File: config.mk
export PLATFORM = sky130hd
export DESIGN_NAME = shift_arbiter_2ch_flat
export DESIGN_NICKNAME = d
export VERILOG_FILES = /design/src/rtl/shift_ctrl_pkg.sv /design/src/rtl/shift_arbiter_2ch_if.sv /design/src/rtl/shl8_datapath.sv /design/src/rtl/shift_arbiter_2ch.sv /design/src/flat_wrapper.sv
export SDC_FILE = /design/constraint.sdc
export NUM_CORES = 1
export LEC_CHECK = 0
export CAP_MARGIN = 20
export CORE_MARGIN = 5
export CORE_UTILIZATION = 40
export DETAILED_ROUTE_END_ITERATION = 7
export GPL_TIMING_DRIVEN = 0
export PLACE_DENSITY = 0.75
export SETUP_SLACK_MARGIN = 0.15
export SYNTH_ARGS = -nofsm -noshare
export SYNTH_HDL_FRONTEND = slang
export SYNTH_SLANG_ARGS = --single-unit
File: constraint.sdc
create_clock -name clk -period 1.68 [get_ports clk]
set_input_delay 0.336 -clock clk [delete_from_list [all_inputs] [get_ports clk]]
set_output_delay 0.336 -clock clk [all_outputs]
set_load 0.005 [all_outputs]
File: src/rtl/shift_ctrl_pkg.sv
// Shared types and constants for the two-requester shift arbiter.
// Optional overflow flag is controlled by SHIFT_OVF_FLAG_EN (see shift_arbiter_2ch).
package shift_ctrl_pkg;

   localparam int DW = 8;
   localparam int SW = 3;

   typedef enum logic [1:0] {
      IDLE = 2'd0,
      EXEC = 2'd1,
      RESP = 2'd2
   } state_t;

   typedef logic req_id_t;

endpackage

File: src/rtl/shift_arbiter_2ch_if.sv
// Request/response bundle between the two clients, the arbiter and the result consumer.
// res_ovf exists only when SHIFT_OVF_FLAG_EN is defined.
interface shift_arbiter_2ch_if;
   import shift_ctrl_pkg::*;

   logic          req0_valid;
   logic          req0_ready;
   logic [DW-1:0] req0_a;
   logic [DW-1:0] req0_b;
   logic          req1_valid;
   logic          req1_ready;
   logic [DW-1:0] req1_a;
   logic [DW-1:0] req1_b;
   logic          res_valid;
   logic          res_ready;
   logic [DW-1:0] res_data;
   req_id_t       res_id;
`ifdef SHIFT_OVF_FLAG_EN
   logic          res_ovf;
`endif

   modport master (
      output req0_valid, req0_a, req0_b,
      output req1_valid, req1_a, req1_b,
      output res_ready,
      input  req0_ready, req1_ready,
      input  res_valid, res_data, res_id
`ifdef SHIFT_OVF_FLAG_EN
      , input res_ovf
`endif
   );

   modport slave (
      input  req0_valid, req0_a, req0_b,
      input  req1_valid, req1_a, req1_b,
      input  res_ready,
      output req0_ready, req1_ready,
      output res_valid, res_data, res_id
`ifdef SHIFT_OVF_FLAG_EN
      , output res_ovf
`endif
   );

endinterface

File: src/rtl/shl8_datapath.sv
// Combinational 8-bit logarithmic left shifter: three mux stages shifting by 1, 2 and 4.
module shl8_datapath
   import shift_ctrl_pkg::*;
(
   output logic [DW-1:0] res,
   input  logic [DW-1:0] a,
   input  logic [SW-1:0] b
);

   logic [DW-1:0] s1, s2;

   assign s1  = b[0] ? {a[DW-2:0],  1'b0}    : a;
   assign s2  = b[1] ? {s1[DW-3:0], 2'b00}   : s1;
   assign res = b[2] ? {s2[DW-5:0], 4'b0000} : s2;

endmodule

File: src/rtl/shift_arbiter_2ch.sv
// Round-robin arbiter sharing one 8-bit left shifter between two requesters.
// Define SHIFT_OVF_FLAG_EN to add the registered res_ovf (nonzero bits shifted out) output.
module shift_arbiter_2ch
   import shift_ctrl_pkg::*;
(
   input  logic               clk,
   input  logic               rst,
   shift_arbiter_2ch_if.slave bus,
   output logic               busy
);

   state_t        state_q, state_d;
   req_id_t       last_id_q, grant, id_p0, res_id_q;
   logic          any_valid, idle, accept;
   logic [DW-1:0] a_p0, b_p0, shl_out, res_next, res_data_q;

`ifdef SHIFT_OVF_FLAG_EN
   logic          res_ovf_q;

   function automatic logic ovf_flag(input logic [DW-1:0] a, input logic [DW-1:0] b);
      if (|b[DW-1:SW])
         return |a;
      return |(a & ~({DW{1'b1}} >> b[SW-1:0]));
   endfunction
`endif

   // Arbitration: a tie goes to the requester that was not served last.
   always_comb begin
      grant = 1'b0;
      if (bus.req0_valid && bus.req1_valid)
         grant = ~last_id_q;
      else if (bus.req1_valid)
         grant = 1'b1;
   end

   assign any_valid      = bus.req0_valid | bus.req1_valid;
   assign idle           = (state_q == IDLE);
   assign accept         = idle && any_valid;
   assign bus.req0_ready = accept && (grant == 1'b0);
   assign bus.req1_ready = accept && (grant == 1'b1);

   always_comb begin
      state_d = state_q;
      case (state_q)
         IDLE:    if (accept) state_d = EXEC;
         EXEC:    state_d = RESP;
         RESP:    if (bus.res_ready) state_d = IDLE;
         default: state_d = IDLE;
      endcase
   end

   always_ff @(posedge clk or posedge rst) begin
      if (rst) begin
         state_q   <= IDLE;
         last_id_q <= 1'b1;
      end else begin
         state_q <= state_d;
         if (accept)
            last_id_q <= grant;
      end
   end

   // Stage p0: operands captured on handshake
   always_ff @(posedge clk) begin
      if (accept) begin
         a_p0  <= grant ? bus.req1_a : bus.req0_a;
         b_p0  <= grant ? bus.req1_b : bus.req0_b;
         id_p0 <= grant;
      end
   end

   shl8_datapath u_shl (
      .res (shl_out),
      .a   (a_p0),
      .b   (b_p0[SW-1:0])
   );

   assign res_next = (|b_p0[DW-1:SW]) ? '0 : shl_out;

   // Stage p1: result registered in EXEC, held through RESP
   always_ff @(posedge clk or posedge rst) begin
      if (rst) begin
         res_data_q <= '0;
         res_id_q   <= 1'b0;
`ifdef SHIFT_OVF_FLAG_EN
         res_ovf_q  <= 1'b0;
`endif
      end else if (state_q == EXEC) begin
         res_data_q <= res_next;
         res_id_q   <= id_p0;
`ifdef SHIFT_OVF_FLAG_EN
         res_ovf_q  <= ovf_flag(a_p0, b_p0);
`endif
      end
   end

   assign bus.res_valid = (state_q == RESP);
   assign bus.res_data  = res_data_q;
   assign bus.res_id    = res_id_q;
`ifdef SHIFT_OVF_FLAG_EN
   assign bus.res_ovf   = res_ovf_q;
`endif
   assign busy          = !idle;

endmodule
File: src/flat_wrapper.sv
// flat-port wrapper written by rule: the top's interface ports become plain ports
module shift_arbiter_2ch_flat import shift_ctrl_pkg::*;
  (clk, rst, busy, bus_req0_valid, bus_req0_a, bus_req0_b, bus_req1_valid, bus_req1_a, bus_req1_b, bus_res_ready, bus_req0_ready, bus_req1_ready, bus_res_valid, bus_res_data, bus_res_id);
  shift_arbiter_2ch_if bus_i ();
  input  logic clk;
  input  logic rst;
  output logic busy;
  input wire logic [$bits(bus_i.req0_valid)-1:0] bus_req0_valid;
  input wire logic [$bits(bus_i.req0_a)-1:0] bus_req0_a;
  input wire logic [$bits(bus_i.req0_b)-1:0] bus_req0_b;
  input wire logic [$bits(bus_i.req1_valid)-1:0] bus_req1_valid;
  input wire logic [$bits(bus_i.req1_a)-1:0] bus_req1_a;
  input wire logic [$bits(bus_i.req1_b)-1:0] bus_req1_b;
  input wire logic [$bits(bus_i.res_ready)-1:0] bus_res_ready;
  output wire logic [$bits(bus_i.req0_ready)-1:0] bus_req0_ready;
  output wire logic [$bits(bus_i.req1_ready)-1:0] bus_req1_ready;
  output wire logic [$bits(bus_i.res_valid)-1:0] bus_res_valid;
  output wire logic [$bits(bus_i.res_data)-1:0] bus_res_data;
  output wire logic [$bits(bus_i.res_id)-1:0] bus_res_id;
  assign bus_i.req0_valid = bus_req0_valid;
  assign bus_i.req0_a = bus_req0_a;
  assign bus_i.req0_b = bus_req0_b;
  assign bus_i.req1_valid = bus_req1_valid;
  assign bus_i.req1_a = bus_req1_a;
  assign bus_i.req1_b = bus_req1_b;
  assign bus_i.res_ready = bus_res_ready;
  assign bus_req0_ready = bus_i.req0_ready;
  assign bus_req1_ready = bus_i.req1_ready;
  assign bus_res_valid = bus_i.res_valid;
  assign bus_res_data = bus_i.res_data;
  assign bus_res_id = bus_i.res_id;
  shift_arbiter_2ch u_core (.clk(clk), .rst(rst), .bus(bus_i), .busy(busy));
endmodule
# After elaboration in Yosys (flattened, before gate mapping)
# Index checks and enable logic that the tools add are counted.
[totals]
out_inout_bits = 13
inputBits = 37
register_bits = 29
[classes]
mux = 11
n_reduce_logical = 8
eq_ne = 4
bitwise_logic = 3
[ops]
columns = ["op", "n"]
rows = [
  ["8-bit two-way mux", 6],
  ["2-bit one-hot mux with 3 select lines", 1],
  ["5-bit OR reduction", 1],
  ["1-bit logical AND", 4],
  ["2-bit two-way mux", 2],
  ["2-bit inequality test, second input constant", 2],
  ["2-bit by 1-bit equality test with 1-bit output, second input constant", 1],
  ["2-bit equality test, second input constant", 1],
  ["2-bit logical NOT", 1],
  ["1-bit two-way mux", 2],
  ["1-bit inverter", 2],
  ["2-bit AND reduction", 1],
  ["1-bit logical NOT", 1],
  ["1-bit OR", 1],
]

# Logic depth before layout (Yosys ltp)
# Gate-level depths: netlist of run 1.
[logic_depth]
word_depth = 4
depth_mapped = 5

# Cells and area by module
# From an unflattened synthesis of run 1, not the netlist that was laid out.
[hier_totals]
cells_unflattened = 112
area_unflattened_um2 = 1592.8
[modules_own_cells]
columns = ["module", "instances", "cells_each", "area_per_inst_um2"]
rows = [
  ["shift_arbiter_2ch", 1, 84, 1318.8],
  ["shl8_datapath", 1, 28, 274.0],
]

# Least setup slack after synthesis of run 1
# No wires, ideal clock.
[synth_timing]
path_type = "register to register"
startpoint = "register u_core.state_q[1]"
endpoint = "register u_core.a_p0[0] (enable)"
stages_incl_launch_ff = 4
arrival_time_ns = 1.435
setup_ns = 0.391
period_less_slack_ns = 1.825
path_buffers = 0
setup_slack_ns = -0.145
path_cell_list = "dfrtp_1 > nor2_1 > inv_1 > nor2_1"
[synth_via]
elab_chain_cells = 2
[synth_rtl]
columns = ["item", "line", "source"]
rows = [
  ["start: declaration", "shift_arbiter_2ch.sv:12", "state_t state_q, state_d;"],
  ["start signal: assignment", "shift_arbiter_2ch.sv:57", "state_q <= state_d;"],
  ["2-bit logical NOT", "shift_arbiter_2ch.sv:37", "assign idle = (state_q == IDLE);"],
  ["1-bit logical AND", "shift_arbiter_2ch.sv:38", "assign accept = idle && any_valid;"],
  ["end signal: assignment", "shift_arbiter_2ch.sv:66", "a_p0 <= grant ? bus.req1_a : bus.req0_a;"],
  ["end: declaration", "shift_arbiter_2ch.sv:15", "logic [DW-1:0] a_p0, b_p0, shl_out, res_next, res_data_q;"],
]
# Every way passes these cells.
# A chain may end at the register's enable or synchronous reset.

# Worst setup path after layout of run 1
[layout_timing]
startpoint = "register u_core.last_id_q"
endpoint = "output port bus_req0_ready"
[layout_via]
elab_chain_cells = 4
[layout_rtl]
columns = ["item", "line", "source"]
rows = [
  ["start: declaration", "shift_arbiter_2ch.sv:13", "req_id_t last_id_q, grant, id_p0, res_id_q;"],
  ["start signal: assignment", "shift_arbiter_2ch.sv:59", "last_id_q <= grant;"],
  ["1-bit inverter", "shift_arbiter_2ch.sv:31", "grant = ~last_id_q;"],
  ["1-bit two-way mux", "shift_arbiter_2ch.sv:30", "if (bus.req0_valid && bus.req1_valid)"],
  ["via u_core.grant", "shift_arbiter_2ch.sv:13", ""],
  ["1-bit inverter", "shift_arbiter_2ch.sv:39", "assign bus.req0_ready = accept && (grant == 1'b0);"],
  ["1-bit logical AND", "shift_arbiter_2ch.sv:39", ""],
  ["end: declaration", "flat_wrapper.sv:15", "output wire logic [$bits(bus_i.req0_ready)-1:0] bus_req0_ready;"],
]
# The timed path passes the listed nets, and every way through them passes these cells.

==> results of run 1 <==
==> registers in the layout, summed over array words and instances, names as in the netlist <==
| name | cells |
|---|---|
| u_core.a_p0 | 8 |
| u_core.b_p0 | 8 |
| u_core.bus.res_data | 8 |
| u_core.bus.res_id | 1 |
| u_core.id_p0 | 1 |
| u_core.last_id_q | 1 |
| u_core.state_q | 2 |
==> cells in the final DEF (no fill, tap or decap), drive strengths merged, types with 3 or more instances in the layout <==
cell type | netlist | final
clkdlybuf4s50 | 0 | 34
nand2 | 15 | 15
buf | 4 | 20
o21ai | 7 | 7
mux4 | 4 | 4
o31ai | 3 | 3
mux2 | 17 | 17
dlymetal6s2s | 0 | 6
dfrtp | 11 | 11
nor2 | 9 | 9
inv | 3 | 3
clkbuf | 2 | 10
dlygate4sd2 | 0 | 5
edfxtp | 17 | 17
==> cell families after synthesis <==
kind of cell | count (synthesis)
compound gates | 17
buf+inv | 9
flops | 29
mux | 23
simple gates | 35
==> worst max-delay path, stage by stage (launching register included) <==
cell      delay [ns]
dfstp_2         0.55
a21boi_2        0.05
buf_4           0.14
buf_8           0.11
nor3_2          0.13
buf_2           0.13
==> metal layers <==
layer	track usage [%]	up-vias	part of all wire [%]
met5	0	-	0
met4	4.47	0	1.4
met3	7.25	5	8.8
met2	21.4	48	50
met1	14.0	530	39
li1	-	555	-
==> Yosys cell counts (all sizes together), types with 2 or more instances <==
cell type / count
buf: 4
clkbuf: 2
dfrtp: 11
edfxtp: 17
inv: 3
mux2: 17
mux2i: 2
mux4: 4
nand2: 15
nand2b: 2
nand3: 2
nor2: 9
nor2b: 2
o21ai: 7
o31ai: 3
==> where the power goes <==
group / total (mW) / internal, mW / switching [mW]
sequential: 1.13 / 1.02 / 0.113
clock: 0.389 / 0.159 / 0.230
combinational: 1.25 / 0.685 / 0.568
total: 2.77 / 1.86 / 0.911
==> layout make-up <==
type | count | area, sq um | share of cell area (%)
inverter | 3 | 11.3 | 0.500
clock buffer | 6 | 41.3 | 1.83
timing repair buffer | 63 | 614 | 27.3
clock inverter | 2 | 10.0 | 0.444
tap | 46 | 57.6 | 2.55
multi-input combinational | 75 | 662 | 29.4
sequential | 29 | 813 | 36.1
buffer | 6 | 43.8 | 1.94
==> timing repair <==
action	4_1_cts	5_1_grt
pin swaps	6	2
buffers inserted	5	9
setup endpoints to repair	44	43
gates cloned	0	0
gates resized for setup	29	25
==> worst paths after layout <==
path,startpoint,endpoint,slack (ns),cells past startpoint
worst max-delay path,u_core.last_id_q,bus_req0_ready,-0.09,5
worst min-delay path,rst,u_core.bus.res_id,0.29,2
worst max register to register,u_core.b_p0[3],u_core.bus.res_data[1],0.01,3
worst min register to register,u_core.id_p0,u_core.bus.res_id,0.45,2
max in group asynchronous,rst,u_core.last_id_q,1.07,2
min in group clk,bus_req0_valid,u_core.last_id_q,0.36,2
==> flow_summary.yaml, run 1 <==
die:
  die_x_um: 69.8
  rows: 21
  die_y_um: 69.8
  core_sq_um: 3390
  boundaryPins: 50
  initial_utilization_pct: 42.3
  fp.dieArea_sq_um: 4880
yosys:
  yosys.area_share.simple_pct: 11.6
  syn-num-nets: 150
  yosysTopAreaCellShare_pct: 35.6
  synth-xor-area-share_pct: 0
  synth_ff_type: "edfxtp_1"
  synthesis.area_sq_um: 1430
  yosysTopAreaCell: "edfxtp_1"
  synthTopCellsByArea: "edfxtp_1 36%, dfrtp_1 19%, mux2_2 13%, mux4_2 6.3%, nand2_1 3.9%"
  avgSynthCellArea_sq_um: 12.7
  synth_compound_area_share_pct: 7.95
  ys_ff_latch: 29
  synth_async_sr_flop_share_pct: 41.4
  synthCells: 113
  synth-adder-area-share_pct: 0
  synth-edff-count: 17
  ys_types: 28
  synth_top_family_by_area: "multiplexers"
  synthMuxAreaShare_pct: 21.0
  ys_seq_area_share_pct: 56.7
  yosysWarnings: 0
worst_setup_path:
  worstPathArrival_ns: 1.43
  crit_path_end_kind: "output port"
  cp.required_ns: 1.34
  startpoint_type: "flop"
  cp_max_fo: 3
  path_class: "flop to output port"
timing:
  hold_viol: 0
  setup_tns_ns: -0.164
  fin_crit_sh_pct: 105
  slew_viol_final: 0
  whs_ns: 0.294
  skew_ns: 0.0107
  rsz0062_at_grt: "true"
  setup_violations: 2
  setup_ws_ns: -0.0902
  max_slew_margin_pct: 72.6
  fmax_ghz: 0.565
  worstMarginPinSlew_ns: 0.411
  finalCriticalPeriod_ns: 1.77
grt:
  grt_pass1_wl_um: 5050
  antenna_found_initial: 0
  first_global_vias: 1106
  track_usage_pct: 13.0
  grt_start_max_net_pins: 18
  grt_overflow: 0
status:
  status: "finished, violations left"
  violations: "setup timing"
cells_and_area:
  fin_cells: 230
  nNetsFinal: 220
  syn_to_final_growth_pct: 57.3
  fillCellCount: 258
  n_antenna_cell: 0
  fin_area_sq_um: 2250
  final_util_pct: 66.5
  layout-drive-gt1-share_pct: 36.4
pwr:
  p_leak_nw: 1.02
  peakVddDrop_mv: 0.507
  finalPower_mw: 2.77
  p_per_area_nw_per_um2: 1230
place:
  gp_congestion: 0.810
  place_area_sq_um: 1990
  io_buffers: 49
  dp_cells: 208
  place_hpwl_um: 2270
  pre_cts_slack_ns: -0.879
clocking:
  clock-sinks: 29
  cts_buffer_depth: 2
  cts_hold_buf: 0
  cts_made_buffers: 5
  cts_root_buffer: "clkbuf_4"
  htree_levels: 2
  tritoncts: "built"
  worstSkewPairLatency_ns: 0.32
  cts.clk_slew.worst_paths_ns: 0.09
routing:
  drt_iter0_drc: 61
  avgViaCountPerCell: 4.95
  finalWirelength_um: 3120
  dr_total_vias: 1138
  drc: 0
  routedWlPerCell_um: 13.5
  detail-route-antenna-nets: 0
  first_pass_iters: 4
hold_path:
  hp-class: "primary input to async pin"
flow_run:
  maxCapViolations: 0
Power figures use the tool's default switching activity.
==> inputs of run 2 (changes only) <==
--- a/config.mk
+++ b/config.mk
@@ -8,6 +8,7 @@
 export CAP_MARGIN = 20
 export CORE_MARGIN = 5
 export CORE_UTILIZATION = 40
+export CTS_CLUSTER_DIAMETER = 120
 export DETAILED_ROUTE_END_ITERATION = 7
 export GPL_TIMING_DRIVEN = 0
 export PLACE_DENSITY = 0.75
==> results of run 2 <==
No change in the layout: final DEF, timing and power equal those of run 1.
